===== config.mk =====
export PLATFORM = sky130hd
export DESIGN_NAME = cmp_result_collector_flat
export DESIGN_NICKNAME = d
export VERILOG_FILES = /design/src/rtl/cmp_result_collector_if.sv /design/src/rtl/cmp_result_collector.sv /design/src/flat_wrapper.sv
export SDC_FILE = /design/constraint.sdc
export NUM_CORES = 1
export LEC_CHECK = 0
export ABC_AREA = 1
export BUFFER_PORTS_ARGS = -buffer_cell sky130_fd_sc_hd__buf_2
export CAP_MARGIN = 40
export CORE_MARGIN = 3
export CORE_UTILIZATION = 60
export DETAILED_ROUTE_END_ITERATION = 6
export HOLD_SLACK_MARGIN = 0.1
export MAX_ROUTING_LAYER = met4
export PLACE_DENSITY = 0.94
export SETUP_SLACK_MARGIN = 0.1
export SLEW_MARGIN = 20
export SYNTH_ARGS = -nofsm -noshare
export SYNTH_HDL_FRONTEND = slang
export SYNTH_SLANG_ARGS = --single-unit

===== constraint.sdc =====
create_clock -name clk -period 2.1 [get_ports clk]
set_input_delay 0.105 -clock clk [delete_from_list [all_inputs] [get_ports clk]]
set_output_delay 0.105 -clock clk [all_outputs]
set_load 0.005 [all_outputs]

===== src/rtl/cmp_result_collector_if.sv =====
// Handshake and observability bundle between the domino comparator, the result collector and its consumer.
// The master side drives results and consumer readiness. The slave (collector) side returns status.
interface cmp_result_collector_if #(
  parameter int CNT_W = 8
);
  logic             in_valid;
  logic             in_ready;
  logic             cmp_out;
  logic             clr;
  logic             out_valid;
  logic             out_ready;
  logic             out_eq;
  logic [CNT_W-1:0] match_cnt;
  logic [CNT_W-1:0] total_cnt;
  logic             streak_hit;
  logic             sticky_miss;

  modport master (
    output in_valid, cmp_out, clr, out_ready,
    input  in_ready, out_valid, out_eq, match_cnt, total_cnt, streak_hit, sticky_miss
  );

  modport slave (
    input  in_valid, cmp_out, clr, out_ready,
    output in_ready, out_valid, out_eq, match_cnt, total_cnt, streak_hit, sticky_miss
  );
endinterface


===== src/rtl/cmp_result_collector.sv =====
// One-entry valid/ready output stage for the 4-bit domino comparator result, with saturating
// match/total counters, a consecutive-match streak FSM and a sticky mismatch flag.
module cmp_result_collector #(
  parameter int CNT_W     = 8,
  parameter int STREAK_TH = 4
) (
  input  logic                  clk,
  input  logic                  rst_n,
  cmp_result_collector_if.slave bus
);

  typedef enum logic [1:0] {
    S_IDLE = 2'd0,
    S_RUN  = 2'd1,
    S_LOCK = 2'd2
  } state_e;

  localparam logic [CNT_W-1:0] TH  = CNT_W'(STREAK_TH);
  localparam logic [CNT_W-1:0] ONE = CNT_W'(1);

  function automatic logic [CNT_W-1:0] sat_inc(input logic [CNT_W-1:0] v);
    return (v == {CNT_W{1'b1}}) ? v : v + ONE;
  endfunction

  logic             out_valid_q, out_valid_d;
  logic             out_eq_q,    out_eq_d;
  logic [CNT_W-1:0] match_cnt_q, match_cnt_d;
  logic [CNT_W-1:0] total_cnt_q, total_cnt_d;
  logic             sticky_q,    sticky_d;
  state_e           state_q,     state_d;
  logic [CNT_W-1:0] streak_q,    streak_d;
  logic [CNT_W-1:0] streak_inc;

  logic in_ready;
  logic accept;
  logic count_en;
  logic streak_hit;

  // A result is taken when the stage is empty or being drained; clr suppresses bookkeeping only.
  always_comb begin
    in_ready = !out_valid_q | bus.out_ready;
    accept   = bus.in_valid & in_ready;
    count_en = accept & !bus.clr;
  end

  always_comb begin
    out_valid_d = out_valid_q;
    out_eq_d    = out_eq_q;
    if (accept) begin
      out_valid_d = 1'b1;
      out_eq_d    = bus.cmp_out;
    end else if (bus.out_ready) begin
      out_valid_d = 1'b0;
    end
  end

  always_comb begin
    match_cnt_d = match_cnt_q;
    total_cnt_d = total_cnt_q;
    sticky_d    = sticky_q;
    if (bus.clr) begin
      match_cnt_d = '0;
      total_cnt_d = '0;
      sticky_d    = 1'b0;
    end else if (count_en) begin
      total_cnt_d = sat_inc(total_cnt_q);
      if (bus.cmp_out) begin
        match_cnt_d = sat_inc(match_cnt_q);
      end else begin
        sticky_d = 1'b1;
      end
    end
  end

  always_ff @(posedge clk or negedge rst_n) begin
    if (!rst_n) begin
      out_valid_q <= 1'b0;
      out_eq_q    <= 1'b0;
      match_cnt_q <= '0;
      total_cnt_q <= '0;
      sticky_q    <= 1'b0;
      state_q     <= S_IDLE;
      streak_q    <= '0;
    end else begin
      out_valid_q <= out_valid_d;
      out_eq_q    <= out_eq_d;
      match_cnt_q <= match_cnt_d;
      total_cnt_q <= total_cnt_d;
      sticky_q    <= sticky_d;
      state_q     <= state_d;
      streak_q    <= streak_d;
    end
  end

  // Streak FSM: LOCK holds its count at the threshold instead of counting further.
  always_comb begin
    state_d    = state_q;
    streak_d   = streak_q;
    streak_inc = streak_q + ONE;
    if (bus.clr) begin
      state_d  = S_IDLE;
      streak_d = '0;
    end else if (count_en) begin
      case (state_q)
        S_IDLE: begin
          if (bus.cmp_out) begin
            streak_d = ONE;
            state_d  = (TH == ONE) ? S_LOCK : S_RUN;
          end else begin
            streak_d = '0;
          end
        end
        S_RUN: begin
          if (bus.cmp_out) begin
            streak_d = streak_inc;
            if (streak_inc == TH) begin
              state_d = S_LOCK;
            end
          end else begin
            streak_d = '0;
            state_d  = S_IDLE;
          end
        end
        S_LOCK: begin
          if (!bus.cmp_out) begin
            streak_d = '0;
            state_d  = S_IDLE;
          end
        end
        default: begin
          streak_d = '0;
          state_d  = S_IDLE;
        end
      endcase
    end
  end

  always_comb begin
    streak_hit = (state_q == S_LOCK);
  end

  assign bus.in_ready    = in_ready;
  assign bus.out_valid   = out_valid_q;
  assign bus.out_eq      = out_eq_q;
  assign bus.match_cnt   = match_cnt_q;
  assign bus.total_cnt   = total_cnt_q;
  assign bus.streak_hit  = streak_hit;
  assign bus.sticky_miss = sticky_q;

endmodule


===== src/flat_wrapper.sv =====
// flat-port wrapper written by rule: the top's interface ports become plain ports
module cmp_result_collector_flat 
#(
  parameter int CNT_W     = 8,
  parameter int STREAK_TH = 4
)
  (clk, rst_n, bus_in_valid, bus_cmp_out, bus_clr, bus_out_ready, bus_in_ready, bus_out_valid, bus_out_eq, bus_match_cnt, bus_total_cnt, bus_streak_hit, bus_sticky_miss);
  cmp_result_collector_if #(.CNT_W(CNT_W)) bus_i ();
  input  logic clk;
  input  logic rst_n;
  input wire logic [$bits(bus_i.in_valid)-1:0] bus_in_valid;
  input wire logic [$bits(bus_i.cmp_out)-1:0] bus_cmp_out;
  input wire logic [$bits(bus_i.clr)-1:0] bus_clr;
  input wire logic [$bits(bus_i.out_ready)-1:0] bus_out_ready;
  output wire logic [$bits(bus_i.in_ready)-1:0] bus_in_ready;
  output wire logic [$bits(bus_i.out_valid)-1:0] bus_out_valid;
  output wire logic [$bits(bus_i.out_eq)-1:0] bus_out_eq;
  output wire logic [$bits(bus_i.match_cnt)-1:0] bus_match_cnt;
  output wire logic [$bits(bus_i.total_cnt)-1:0] bus_total_cnt;
  output wire logic [$bits(bus_i.streak_hit)-1:0] bus_streak_hit;
  output wire logic [$bits(bus_i.sticky_miss)-1:0] bus_sticky_miss;
  assign bus_i.in_valid = bus_in_valid;
  assign bus_i.cmp_out = bus_cmp_out;
  assign bus_i.clr = bus_clr;
  assign bus_i.out_ready = bus_out_ready;
  assign bus_in_ready = bus_i.in_ready;
  assign bus_out_valid = bus_i.out_valid;
  assign bus_out_eq = bus_i.out_eq;
  assign bus_match_cnt = bus_i.match_cnt;
  assign bus_total_cnt = bus_i.total_cnt;
  assign bus_streak_hit = bus_i.streak_hit;
  assign bus_sticky_miss = bus_i.sticky_miss;
  cmp_result_collector #(.CNT_W(CNT_W), .STREAK_TH(STREAK_TH)) u_core (.clk(clk), .rst_n(rst_n), .bus(bus_i));
endmodule

* After elaboration in Yosys (flattened, before gate mapping) *
Index checks and enable logic that the tools add are counted.

storage, ports and cells
  bits in registers = 29
  bits in latches = 0
  RAM bits = 0
  bits in read-only memories = 0
  input port bits = 6
  output and inout bits = 21
  word-level logic and storage cells = 60
  memories kept = 0

operators by class
  add/subtract/negate cells = 3
  multipliers = 0
  divide/modulo/power cells = 0
  order comparisons = 0
  eq/ne operators = 11
  shift-type cells = 0
  multiplexer cells = 25
  bitwise logic cells = 3
  reductions and logical operators = 11

operator list
  kind                                                              count
  8-bit two-way mux                                                 11
  8-bit by 1-bit adder with 8-bit output (second input constant)    3
  8-bit one-hot mux with 3 select lines                             1
  8-bit == test (second input constant)                             2
  2-bit two-way mux                                                 6
  8-bit by 3-bit == test with 1-bit output (second input constant)  1
  1-bit two-way mux                                                 6
  3-bit != test (second input constant)                             2
  2-bit one-hot mux with 3 select lines                             1
  2-bit AND reduction                                               3
  2-bit nonzero test                                                3
  2-bit != test (second input constant)                             2
  4-bit by 3-bit != test with 1-bit output (second input constant)  1
  4-bit AND reduction                                               1
  3-bit AND reduction                                               1
  1-bit bitwise AND                                                 2
  2-bit by 1-bit == test with 1-bit output (second input constant)  1
  2-bit == test (second input constant)                             1
  1-bit zero test                                                   2
  2-bit zero test                                                   1
  2-bit by 1-bit != test with 1-bit output (second input constant)  1
  1-bit bitwise OR                                                  1

* Depth between registers and ports, before layout *
  depth in word-level cells = 7
  gate-level depth with buffers = 11
  depth with buffers taken out = 11

* Least setup slack after synthesis *
Ideal clock, no wire load.

  path type = register -> register
  start point = register u_core.match_cnt_q[1] (netlist: u_core.bus.match_cnt[1])
  end point = register u_core.match_cnt_q[3] (netlist: u_core.bus.match_cnt[3])
  library setup time = 0.119 ns
  data arrival time = 1.344 ns
  data required time = 1.981 ns
  slack = 0.637 ns
  stages on the path, launching flop included = 10
  buffers on the path = 1
  period minus slack after synthesis = 1.463 ns
  cells stage by stage = dfrtp_1 ha_1 nand2_1 nor3_2 nand2_1 nand3_2 nand2_2 buf_6 a21oi_1 nor2_1

on the way
  word-level cells in the longest chain between the ends = 5
  elaborated cells between the ends (all ways) = 8
  classes of those cells = add/sub: 1; eq/ne: 2; mux: 4; reduce/logical: 1

ends and longest elaborated chain
  element                                 RTL line                    RTL
  from (decl)                             cmp_result_collector.sv:27  logic [CNT_W-1:0] match_cnt_q, match_cnt_d;
  from (signal assigned)                  cmp_result_collector.sv:87  match_cnt_q <= match_cnt_d;
  8-bit by 1-bit adder with 8-bit output  cmp_result_collector.sv:22  return (v == {CNT_W{1'b1}}) ? v : v + ONE;
  8-bit two-way mux                       cmp_result_collector.sv:22
  8-bit two-way mux                       cmp_result_collector.sv:67  if (bus.cmp_out) begin
  8-bit two-way mux                       cmp_result_collector.sv:65  end else if (count_en) begin
  8-bit two-way mux                       cmp_result_collector.sv:61  if (bus.clr) begin

Parallel ways exist; a longest one is shown, timed or not. The select of a mux whose other input is x is not followed.
A chain may end at the register's enable or synchronous reset.

* Worst setup path after layout *
  start point = register u_core.total_cnt_q[0] (netlist: u_core.bus.total_cnt[0])
  end point = register u_core.total_cnt_q[2] (netlist: u_core.bus.total_cnt[2])

on the way
  word-level cells in the longest chain between the ends = 4
  elaborated cells between the ends (all ways) = 7
  classes of those cells = add/sub: 1; eq/ne: 2; mux: 3; reduce/logical: 1

ends and longest elaborated chain
  element                                 RTL line                    RTL
  from (decl)                             cmp_result_collector.sv:28  logic [CNT_W-1:0] total_cnt_q, total_cnt_d;
  from (signal assigned)                  cmp_result_collector.sv:88  total_cnt_q <= total_cnt_d;
  8-bit by 1-bit adder with 8-bit output  cmp_result_collector.sv:22
  8-bit two-way mux                       cmp_result_collector.sv:22
  8-bit two-way mux                       cmp_result_collector.sv:65
  8-bit two-way mux                       cmp_result_collector.sv:61

Parallel ways exist; a longest one is shown, timed or not. The select of a mux whose other input is x is not followed.

==> results.json <==
{
  "status": "finished, final reports clean",
  "finClkSkew_ns": 0.0137,
  "rsz0062_at_grt": "false",
  "vias": 1512,
  "ys_ff_latch": 29,
  "route.final.wire_length_mm": 3.29,
  "slew_violations": 0,
  "clockBufferDepth": 2,
  "dr.pass1.iters": 4,
  "p_leak_uw": 0.000919,
  "ios": 27,
  "grt_pass1_vias": 1403,
  "dp_cells": 261,
  "cp.arrival_ns": 1.86,
  "clkTransAtPathRegs_ns": 0.09,
  "syn_avg_cell_area_um2": 8.01,
  "crit_path_start_kind": "flip-flop",
  "gp_congestion": 0.875,
  "drtIter0Drc": 61,
  "synth_area_um2": 1670,
  "wire_per_inst_um": 12.1,
  "fin_cells": 272,
  "dieArea_um2": 3440,
  "cts_tree": "yes",
  "drive_gt1_share_pct": 18.6,
  "grt_max_degree": 30,
  "yosysWarnings": 0,
  "worstSetupEndpointType": "flip-flop",
  "antenna_left": 0,
  "ctsRootBufferMaster": "clkbuf_4",
  "cp_slowest_cell": "dfrtp_1",
  "worst_r2r_endpoint": "u_core.bus.total_cnt[2]",
  "grtUsageTotal_pct": 21.9,
  "path_max_fanout": 15,
  "htree_levels": 2,
  "antenna_cells": 0,
  "via_per_inst": 5.56,
  "slowest_delay_ns": 0.43,
  "min-delay-start": "bus_cmp_out",
  "r2r_start": "u_core.bus.total_cnt[0]",
  "grt-ovfl-total": 0,
  "yosysSeqAreaShare_pct": 43.6,
  "synth.net_count": 218,
  "r2r_setup_slack_ns": 0.46,
  "fin_setup_tns_ns": 0,
  "pwr_density_cell_nw_per_um2": 636,
  "syn_to_final_growth_pct": 13.9,
  "path_class": "flip-flop to flip-flop",
  "cts_sinks": 29,
  "synthArstFlopShare_pct": 100,
  "synth_flop_cell": "dfrtp_1",
  "io_buffers": 26,
  "synth_commonest_cells": "nand2_1, dfrtp_1, inv_1",
  "synth_most_common_cell": "nand2_1",
  "ys_top_cells_by_area": "dfrtp_1, nand2_1, nand3_1",
  "finalCriticalPeriod_ns": 1.64,
  "worstRegToRegCells": 8,
  "maxCapViolCount": 0,
  "clock_latency_ns": 0.33,
  "timing.final.crit_share_pct": 78.1,
  "whs_endpoint": "u_core.bus.match_cnt[7]",
  "grt_pass1_wl_mm": 5.63,
  "whs_path_depth": 3,
  "dieWidth_um": 58.7,
  "postLayoutCoreUtil_pct": 73.9,
  "ir_drop_v": 0.000588,
  "max_freq_mhz": 610,
  "numCtsBuffers": 5,
  "tightestPinTransition_ns": 0.621,
  "finalHoldViolCount": 0,
  "synth_edf_count": 0,
  "rows": 18,
  "critical_path.cell_chain": "ha_1 > nand2_1 > nor3_2 > nand3_1 > nand2_2 > inv_1 > a21oi_1 > nor2_1",
  "nNetsFinal": 251,
  "relSlewSlack_pct": 58.6,
  "core_um2": 2570,
  "ctsResizeCount": 0,
  "hpwlAfterDp_mm": 2.39,
  "antenna_found_initial": 0,
  "required_ns": 2.32,
  "setup_viol": 0,
  "hp-class": "primary input to flip-flop",
  "holdWs_ns": 0.115,
  "synth_top_area_cell": "dfrtp_1",
  "drc_errors": 0,
  "fp.dieH_um": 58.7,
  "synth_top_area_share_pct": 43.6,
  "post-cts-setup-buffers": 0,
  "start_util_pct": 64.9,
  "yosysUniqueCellTypes": 27,
  "synthCells": 208
}
-- cell usage in the layout (no fill, tap or decap), types with 2 or more instances in the layout --
cell           instances
clkbuf_8               2
dlygate4sd3_1          3
nand3_2                2
o21ai_0               16
xor2_1                 4
o31ai_1                6
nand3_1               20
nor3_2                 2
nor2_1                19
nand3b_1               2
nand2_1               50
inv_1                 23
ha_1                   4
buf_2                 26
nand4_1                5
nor3_1                 2
nand2_2                3
o21bai_1               3
a21oi_1                7
dfrtp_1               29
clkbuf_4               5
-- cells by family (layout without fill, tap and decap cells) --
logic type                 after synthesis  count (layout)  share of synthesized area (%)
and+or+nand+nor                        107             107                           30.4
AOI/OAI and AO/OA                       35              35                           12.3
DFF                                     29              29                           43.6
buffers and inverters                   28              62                           8.04
xor gates and xnor gates                 5               5                           2.63
adders and majority gates                4               4                           3.01
-- state kept, by name (all words and copies together) (netlist names) --
register,count
u_core.state_q,2
u_core.bus.out_valid,1
u_core.bus.match_cnt,8
u_core.bus.sticky_miss,1
u_core.bus.total_cnt,8
u_core.bus.out_eq,1
u_core.streak_q,8
-- per-layer routing --
metal / track usage [%] / up-vias / routed length [µm]
li1: - / 758 / -
met1: 26.1 / 704 / 1470
met2: 36.8 / 45 / 1560
met3: 3.95 / 5 / 201
met4: 8.74 / 0 / 57
met5: - / - / 0
-- area by class of cell --
| class | count | area, µm² |
|---|---|---|
| clock buffer | 7 | 65.1 |
| tap | 30 | 37.5 |
| sequential | 29 | 726 |
| inverter | 24 | 90.1 |
| multi-input combinational | 151 | 806 |
| clock inverter | 1 | 5.00 |
| fill | 195 | 671 |
| timing repair buffer | 30 | 168 |
-- through the flow --
step / setup slack, ns / total power, µW / cell area [µm²]
floorplan: 0.637 / 763 / 1670
CTS: 0.481 / 1220 / 1900
detailed placement: 0.510 / 827 / 1800
global route: 0.274 / 1270 / 1900
global placement: 0.517 / 820 / 1800
finish: 0.460 / 1210 / 1900
-- timing repair --
| action | CTS | global route |
|---|---|---|
| hold endpoints to repair | 30 | 0 |
| hold buffers | 3 | 0 |
| setup endpoints to repair | 0 | 0 |
-- worst max-delay path by stage --
stage / endpoint / from
6_report: u_core.bus.total_cnt[2] / u_core.bus.total_cnt[0]
5_1_grt: u_core.bus.total_cnt[2] / u_core.bus.total_cnt[0]
4_1_cts: u_core.bus.total_cnt[2] / u_core.bus.total_cnt[0]
3_5_place_dp: u_core.bus.total_cnt[2] / u_core.bus.total_cnt[0]
3_3_place_gp: u_core.bus.total_cnt[2] / u_core.bus.total_cnt[0]
2_1_floorplan: u_core.bus.match_cnt[3] / u_core.bus.match_cnt[1]
-- worst max-delay path, delay by kind of cell (launching register included) --
kind | cells | cell delay, ns
DFF | 1 | 0.43
AOI/OAI and AO/OA | 1 | 0.13
buffers and inverters | 1 | 0.09
and+or+nand+nor | 5 | 0.67
adders and majority gates | 1 | 0.21
-- report_power, final --
part | switching [µW] | total, µW | leakage, µW | internal, µW
clock network | 191 | 385 | 0.0000413 | 194
registers | 36.7 | 630 | 0.000394 | 593
logic | 123 | 191 | 0.000484 | 68.0
total | 350 | 1210 | 0.000919 | 855
(Power assumes the default switching activity.)
